--- src/rtl/pc_fetch_unit.sv ---
// Program-counter and fetch-request generator with branch redirect, flush pulse
// and a saturating taken-branch counter.
module pc_fetch_unit #(
    parameter logic [15:0] RESET_PC = 16'h0000
) (
    input  logic        clk,
    input  logic        rst_n,
    input  logic        stall,
    input  logic        br_valid,
    input  logic        rFlag,
    input  logic [15:0] br_target,
    input  logic        imem_ack,
    output logic        imem_req,
    output logic [15:0] imem_addr,
    output logic        flush,
    output logic [15:0] taken_cnt
);

    typedef enum logic [1:0] {
        IDLE,
        FETCH,
        REDIRECT
    } state_t;

    state_t      state;
    state_t      state_next;
    logic [15:0] pc;
    logic [15:0] pc_next;
    logic        taken;
    logic        accept;

    // A resolved branch only counts once the unit has left IDLE.
    assign taken     = br_valid & rFlag & (state != IDLE);
    assign imem_req  = (state == FETCH) & ~stall;
    assign accept    = imem_req & imem_ack;
    assign imem_addr = pc;

    always_comb begin
        state_next = state;
        pc_next    = pc;
        case (state)
            IDLE: begin
                state_next = FETCH;
            end
            FETCH: begin
                if (taken) begin
                    state_next = REDIRECT;
                    pc_next    = br_target;
                end else if (accept) begin
                    pc_next = pc + 16'd1;
                end
            end
            REDIRECT: begin
                if (taken) begin
                    state_next = REDIRECT;
                    pc_next    = br_target;
                end else begin
                    state_next = FETCH;
                end
            end
            default: begin
                state_next = IDLE;
            end
        endcase
    end

    always_ff @(posedge clk or negedge rst_n) begin
        if (!rst_n) begin
            state     <= IDLE;
            pc        <= RESET_PC;
            flush     <= 1'b0;
            taken_cnt <= 16'h0000;
        end else begin
            state <= state_next;
            pc    <= pc_next;
            flush <= taken;
            if (taken && (taken_cnt != 16'hFFFF)) begin
                taken_cnt <= taken_cnt + 16'd1;
            end
        end
    end

endmodule

--- config.mk ---
export PLATFORM = sky130hd
export DESIGN_NAME = pc_fetch_unit
export DESIGN_NICKNAME = d
export VERILOG_FILES = /design/src/rtl/pc_fetch_unit.sv
export SDC_FILE = /design/constraint.sdc
export NUM_CORES = 1
export LEC_CHECK = 0
export BUFFER_PORTS_ARGS = -buffer_cell sky130_fd_sc_hd__buf_2
export CORE_UTILIZATION = 56
export DETAILED_ROUTE_END_ITERATION = 16
export PLACE_DENSITY = 0.84
export SLEW_MARGIN = 20
export SYNTH_ARGS = -nofsm -noshare
export SYNTH_HDL_FRONTEND = slang
export SYNTH_SLANG_ARGS = --single-unit
--- constraint.sdc ---
create_clock -name clk -period 4.2 [get_ports clk]
set_input_delay 0.63 -clock clk [delete_from_list [all_inputs] [get_ports clk]]
set_output_delay 0.63 -clock clk [all_outputs]
set_load 0.1 [all_outputs]
==> impl_metrics.yaml, run 1 <==
finish:
  antennaDiodeCount: 0
  layout-drive-gt1-share: 0.273
  areaGrowthSynthToFinish_pct: 18.2
  nets: 288
  multi_input_area_um2: 1130
  nFillCells: 275
  register_area_um2: 876
yosys:
  yosys.area_share.adder: 0.0121
  synth_compound_area_frac: 0.196
  yosys_warnings: 0
  synth_top_family_by_area: "simple AND/OR/NAND/NOR gates"
  syn_area_um2: 2070
  syn_inst: 211
  synth_commonest_cells: "dfrtp_1, nand3_1, nand4_1, nand2_1"
  synth_cell_types: 47
  syn_avg_cell_area_um2: 9.81
  syn-num-nets: 235
  synthMuxAreaShare: 0.0320
  synth_edf_count: 0
  synth_top_area_cell: "dfrtp_1"
  synth.most_common_cell: "dfrtp_1"
  synthArstFlopShare: 1.00
  synth_xor_xnor_area_share: 0.0592
  ys_seq_elements: 35
  synth_top_area_frac: 0.423
  post_synth_and_or_nand_nor_area_fraction: 0.246
  synth_area_leaders: "dfrtp_1, nand3_1, nand4_1, a22oi_1, xnor2_1"
  ys.flop_type: "dfrtp_1"
  ys_seq_area_frac: 0.423
routing:
  drt_wl_total_um: 5120
  via_count: 1966
  first_pass_iters: 7
  avgRoutedWirePerCell_um: 16.5
  antenna_left: 0
  drt_first_iter_violations: 270
  via_per_inst: 6.34
  drcViolationCount: 0
clock_network:
  cts_buffer_depth: 2
  htreeDepth: 2
  cts_hold_buf: 0
  path_clk_slew_ns: 0.07
  postCtsResizedCells: 0
  cts_setup_buffers: 0
  cts_sinks: 35
  root_buffer: "clkbuf_8"
  clock_latency_ns: 0.29
  cts_buffers: 5
  cts_tree: "built"
power_and_ir_drop:
  power.density_nw_per_um2: 750
  p_leak_nw: 1.12
  vdd_drop_max_mv: 0.658
floorplanning:
  start_util: 0.602
  core-area_um2: 3440
  row_count: 21
  die_h_um: 62.8
  io-pin-count: 56
  dieWidth_um: 62.8
  die_area_um2: 3950
timing:
  period_share: 0.494
  rsz0062_at_grt: "false"
  max_freq_mhz: 482
  drv_slew: 0
  setup_violations: 0
  hold_viol_final: 0
  fin_tns_setup_ns: 0
  period_minus_slack_ns: 2.07
  clock_skew_ns: 0.00832
  fin_ws_ns: 2.13
  relSlewSlack: 0.490
  tightest_slew_ns: 0.766
place:
  dpl_worst_slack_ns: 2.02
  port_buffers: 55
  place.gp.congestion: 0.887
  dp_hpwl_um: 3520
global_route:
  grt_max_degree: 36
  grt_overflow_total: 0
  grt_usage: 0.282
  grt_first_pass_wirelength_um: 8710
  grt_pass1_vias: 1798
  antenna_found_initial: 0
setup_path:
  worstPathRequired_ns: 3.57
  path_class: "reg -> out"
  r2r_slack_ns: 2.27
  critPathArrivalTime_ns: 1.44
  end_kind: "output pin"
  worstSetupStartpointType: "flop"
  path_max_fanout: 5
run_status:
  status: "completed"
hold_path:
  hold_path.class: "in -> async"
flow_run:
  max-cap-violations: 0
## layer usage
| layer | vias to the layer above | global-route usage | part of all wire |
|---|---|---|---|
| li1 | 914 | - | - |
| met1 | 928 | 0.388 | 0.45 |
| met2 | 113 | 0.439 | 0.47 |
| met3 | 11 | 0.0620 | 0.073 |
| met4 | 0 | 0.0930 | 0.014 |
| met5 | - | 0 | 0 |
## final cells by class
| type | instances | area share |
|---|---|---|
| Timing Repair Buffer | 55 | 0.112 |
| Sequential cell | 35 | 0.358 |
| Clock buffer | 6 | 0.0337 |
| Inverter | 6 | 0.00920 |
| Tap cell | 46 | 0.0235 |
| Clock inverter | 1 | 0.00204 |
| Multi-Input combinational cell | 161 | 0.461 |
## per-stage QoR
step           hold WS [ns]  power, mW   util  cells  cell area (um^2)
4_1_cts               0.442       1.83  0.711    310              2450
6_report              0.414       1.84  0.711    310              2450
3_3_place_gp          0.508       1.57  0.686    303              2360
3_5_place_dp          0.520       1.58  0.686    303              2360
5_1_grt               0.489       1.91  0.711    310              2450
2_1_floorplan         0.334       1.41      -    211              2070
## sequential cells by signal, summed over array words and instances (netlist names)
name       count
flush          1
taken_cnt     16
imem_addr     16
state          2
## logic make-up (layout without fill, tap and decap cells)
group	after synthesis	after routing
multiplexers	6	6
flip-flops	35	35
AO/OA/AOI/OAI	54	54
adder cells (fa/ha/maj)	2	2
XOR/XNOR	14	14
AND/OR/NAND/NOR	85	85
buffers and inverters	15	68
## worst max-delay path, cell delays in order, from the launching register on
cell and delay [ns]:
dfrtp_1 0.43, nand2b_1 0.21, nor2_1 0.10, buf_2 0.43
## report_power, final
part	total, mW	switching (mW)	internal [mW]	leakage (nW)
Combinational	1.03	0.847	0.188	0.657
Clock	0.248	0.120	0.129	0.0470
Sequential	0.554	0.128	0.426	0.418
Total	1.84	1.09	0.742	1.12
## layout by cell type (no fill, tap or decap), types with 2 or more instances in the layout
master / netlist / layout
nand3_1: 18 / 18
nor2_1: 11 / 11
o21ai_0: 6 / 6
o22ai_1: 6 / 6
o22a_1: 3 / 3
buf_2: 4 / 55
a21oi_1: 6 / 6
a22oi_1: 11 / 11
o2bb2a_1: 3 / 3
xor2_1: 7 / 7
nand3_2: 2 / 2
clkbuf_8: 0 / 6
nor3_1: 5 / 5
mux2i_1: 4 / 4
nand4b_1: 2 / 2
and3_1: 4 / 4
ha_1: 2 / 2
o211ai_1: 5 / 5
nand4_1: 14 / 14
xnor2_1: 7 / 7
nand2b_1: 4 / 4
dfrtp_1: 35 / 35
nor4b_1: 2 / 2
inv_1: 6 / 6
and4_1: 4 / 4
a2bb2oi_1: 4 / 4
o31a_1: 2 / 2
nand2_1: 12 / 12
## path summary, 6_finish.rpt
kind,from,end,cells past startpoint
min in group clk,imem_addr[15],imem_addr[15],2
min,rst_n,imem_addr[0],1
max in group asynchronous,rst_n,flush,1
max,state[1],imem_req,3
min reg2reg,imem_addr[15],imem_addr[15],2
max reg2reg,state[0],imem_addr[10],4
Power figures use the tool's default switching activity.
==> inputs of run 2 (changes only) <==
Settings changed: CORE_UTILIZATION 56 to 52, PLACE_DENSITY 0.84 to 0.79.
Clock period 4.2 ns to 2 ns, I/O delays scaled along.
==> run 2 against run 1 <==
Effect of this change:
- critical path type is now reg -> reg
- non-clock buffer count rose by 6
- global-route usage fell by 1.8 points
- combinational power rose by 110%
- total power rose by 130%
- core utilization fell by 2.1 points
- sequential power rose by 120%
- sequential cell count did not move
- worst setup slack got worse by 2.0 ns
- hold slack got worse by 0.39 ns
- die area rose by 7.4%
- register-to-register slack got worse by 2.1 ns
- largest cell class unchanged
==> impl_metrics.yaml, run 2 (synthesis gave the netlist of run 1 again) <==
global_route:
  grt_overflow_total: 0
  grt_first_pass_wirelength_um: 8420
  grt_max_degree: 36
  grt_pass1_vias: 1772
  antenna_found_initial: 0
  grt_usage: 0.263
finish:
  register_area_um2: 916
  antennaDiodeCount: 0
  layout_commonest_cell: "buf_2"
  layout_common_cells: "buf_2, dfrtp_2, nand3_1"
  layout-drive-gt1-share: 0.395
  fin_area_um2: 2580
  multi_input_area_um2: 1130
  nets: 294
  areaGrowthSynthToFinish_pct: 24.7
  fin_util: 0.690
  nFillCells: 299
routing:
  avgRoutedWirePerCell_um: 16.3
  drcViolationCount: 0
  first_pass_iters: 5
  via_per_inst: 6.31
  drt_wl_total_um: 5190
  drt_first_iter_violations: 158
  antenna_left: 0
  via_count: 2014
power_and_ir_drop:
  power.density_nw_per_um2: 1610
  p_leak_nw: 1.14
  vdd_drop_max_mv: 1.44
  power_mw: 4.15
floorplanning:
  row_count: 22
  core-area_um2: 3740
  dieWidth_um: 65.1
  start_util: 0.553
  die_area_um2: 4240
  die_h_um: 65.1
  io-pin-count: 56
setup_path:
  path_class: "reg -> reg"
  worstPathRequired_ns: 2.21
  critPathArrivalTime_ns: 2.05
  worstSetupStartpointType: "flop"
  path_max_fanout: 8
  end_kind: "flop"
place:
  dp_hpwl_um: 3750
  place.gp.congestion: 0.857
  port_buffers: 55
  place_area_um2: 2450
timing:
  period_minus_slack_ns: 1.84
  setup_violations: 0
  max_freq_mhz: 544
  tightest_slew_ns: 0.495
  relSlewSlack: 0.672
  hold_viol_final: 0
  period_share: 0.920
  rsz0062_at_grt: "false"
  clock_skew_ns: 0.00388
  drv_slew: 0
  holdWs_ns: 0.0291
  fin_tns_setup_ns: 0
clock_network:
  cts_tree: "built"
  cts_buffer_depth: 2
  clock_latency_ns: 0.29
  postCtsResizedCells: 0
  htreeDepth: 2
  cts_setup_buffers: 0
  cts_sinks: 35
  root_buffer: "clkbuf_8"
  cts_hold_buf: 0
  cts_buffers: 5
  path_clk_slew_ns: 0.07
hold_path:
  hold_path.class: "in -> async"
flow_run:
  max-cap-violations: 0
run_status:
  status: "completed"
-- run 2: worst paths after layout --
check                              start             to  slack [ns]  depth (start not counted)
min reg2reg                taken_cnt[14]  taken_cnt[14]        0.51                          1
max in group asynchronous          rst_n   imem_addr[1]        1.61                          2
max reg2reg                 imem_addr[1]  imem_addr[14]        0.16                          5
max                         imem_addr[1]  imem_addr[14]        0.16                          5
min                                rst_n   imem_addr[3]        0.03                          2
min in group clk            br_target[0]   imem_addr[0]        0.33                          3
-- run 2: where the power goes --
group	internal, mW	switching, mW
combinational	0.408	1.78
sequential	0.934	0.269
clock	0.498	0.263
total	1.84	2.31
-- run 2: cell type report --
| type | count | area share |
|---|---|---|
| Clock inverter | 2 | 0.0233 |
| Sequential cell | 35 | 0.355 |
| Tap cell | 48 | 0.0233 |
| Inverter | 6 | 0.00872 |
| Clock buffer | 6 | 0.0281 |
| Multi-Input combinational cell | 161 | 0.438 |
| Timing Repair Buffer | 61 | 0.124 |
-- run 2: stage by stage --
stage / cells / setup slack (ns)
floorplan: 211 / 0.0136
global placement: 311 / 0.278
detailed placement: 311 / 0.207
CTS: 319 / 0.176
global route: 319 / 0.0634
finish: 319 / 0.160
-- run 2: per-layer routing --
metal,up-vias,global-route usage,share of wire
met1,963,0.389,0.45
met5,-,0,0
met2,106,0.382,0.44
li1,935,-,-
met3,10,0.0521,0.093
met4,0,0.0951,0.015
-- run 2: critical path, cell delays in order (launching register included) --
cell,delay (ns)
dfrtp_4,0.44
ha_1,0.19
and3_1,0.35
nand4_1,0.26
o31a_1,0.35
o211ai_1,0.16
==> inputs of run 3 (changes only) <==
Settings changed: REMOVE_ABC_BUFFERS set to 1.
==> run 3 against run 2 <==
Effect of this change:
- fmax increased by 1.0%
- largest power group unchanged
- combinational power about the same
- design area decreased by 2.3%
- wire length is 4.6% lower
- first-iteration DRC count grew 13%
- global-route usage is 1.3 points lower
- clock-buffer cell count grew 2
- register-to-register slack gained 0.02 ns
- clock skew increased by 0.0059 ns
- worst setup slack better by 0.018 ns
==> impl_metrics.yaml, run 3 (synthesis gave the netlist of run 1 again) <==
flow_run:
  max-cap-violations: 0
timing:
  holdWs_ns: 0.0759
  max_freq_mhz: 549
  clock_skew_ns: 0.00976
  hold_viol_final: 0
  tightest_slew_ns: 0.765
  relSlewSlack: 0.490
  drv_slew: 0
  period_share: 0.911
  fin_ws_ns: 0.179
  setup_violations: 0
  period_minus_slack_ns: 1.82
  rsz0062_at_grt: "false"
power_and_ir_drop:
  power_mw: 3.93
  p_leak_nw: 1.16
  vdd_drop_max_mv: 1.73
  power.density_nw_per_um2: 1560
clock_network:
  cts_sinks: 35
  cts_tree: "built"
  postCtsResizedCells: 0
  cts_buffer_depth: 2
  htreeDepth: 2
  cts_hold_buf: 0
  path_clk_slew_ns: 0.07
  cts_setup_buffers: 0
  root_buffer: "clkbuf_8"
  cts_buffers: 5
  clock_latency_ns: 0.29
finish:
  antennaDiodeCount: 0
  areaGrowthSynthToFinish_pct: 21.8
  nets: 296
  layout_commonest_cell: "buf_2"
  layout_common_cells: "buf_2, dfrtp_1, nand3_1"
  fin_area_um2: 2520
  fin_util: 0.674
  layout-drive-gt1-share: 0.293
setup_path:
  worstPathRequired_ns: 2.21
  path_class: "reg -> reg"
  cpPeakStageDelay_ns: 0.42
  crit_chain: "ha_1, and3_1, nand4_1, o31a_1, o211ai_1"
  path_max_fanout: 8
  critPathArrivalTime_ns: 2.03
  end_kind: "flop"
  worstSetupStartpointType: "flop"
  crit_path_top_delay_cell: "dfrtp_1"
routing:
  antenna_left: 0
  via_per_inst: 6.12
  drt_wl_total_um: 4960
  drcViolationCount: 0
  drt_first_iter_violations: 178
  via_count: 1966
  avgRoutedWirePerCell_um: 15.4
  first_pass_iters: 4
place:
  dp_hpwl_um: 3560
  dpl_worst_slack_ns: 0.204
  place.gp.congestion: 0.930
  place_area_um2: 2420
  port_buffers: 55
floorplanning:
  io-pin-count: 56
  start_util: 0.553
  row_count: 22
  die_h_um: 65.1
  dieWidth_um: 65.1
  die_area_um2: 4240
  core-area_um2: 3740
global_route:
  grt_max_degree: 36
  grt_pass1_vias: 1856
  antenna_found_initial: 0
  grt_first_pass_wirelength_um: 8180
  grt_usage: 0.251
  grt_overflow_total: 0
hold_path:
  hold_path.class: "in -> async"
run_status:
  status: "completed"
[run 3: metal layers]
layer | global-route usage | part of all wire | up-vias
li1 | - | - | 933
met1 | 0.309 | 0.42 | 947
met2 | 0.435 | 0.50 | 77
met3 | 0.0486 | 0.061 | 9
met4 | 0.0897 | 0.014 | 0
met5 | 0 | 0 | -
[run 3: layout make-up]
type	count	area [um^2]
Tap cell	48	60.1
Clock buffer	8	100
Sequential cell	35	876
Fill cell	331	1220
Timing Repair Buffer	63	335
Multi-Input combinational cell	161	1130
Inverter	6	22.5
[run 3: path summary, 6_finish.rpt]
path / from / endpoint / slack, ns / cells past startpoint
worst max-delay path: imem_addr[0] / imem_addr[14] / 0.18 / 5
worst min-delay path: rst_n / imem_addr[15] / 0.08 / 1
worst max register to register: imem_addr[0] / imem_addr[14] / 0.18 / 5
worst min register to register: taken_cnt[14] / taken_cnt[14] / 0.54 / 1
max in group asynchronous: rst_n / taken_cnt[6] / 1.43 / 1
min in group clk: br_target[7] / imem_addr[7] / 0.32 / 3
[run 3: worst max-delay path: cells and delay by family, from the launching register on]
| family | cells | cell delay (ns) |
|---|---|---|
| AND/OR/NAND/NOR | 2 | 0.62 |
| flip-flops | 1 | 0.42 |
| AO/OA/AOI/OAI | 2 | 0.49 |
| adder cells (fa/ha/maj) | 1 | 0.22 |
[run 3: power by group]
group	switching, mW	internal [mW]
Combinational	1.80	0.424
Sequential	0.246	0.894
Clock	0.259	0.314
[run 3: per-stage QoR]
step	setup TNS, ns	instances
2_1_floorplan	-3.31	202
3_3_place_gp	0	313
3_5_place_dp	0	313
4_1_cts	0	321
5_1_grt	0	321
6_report	0	321
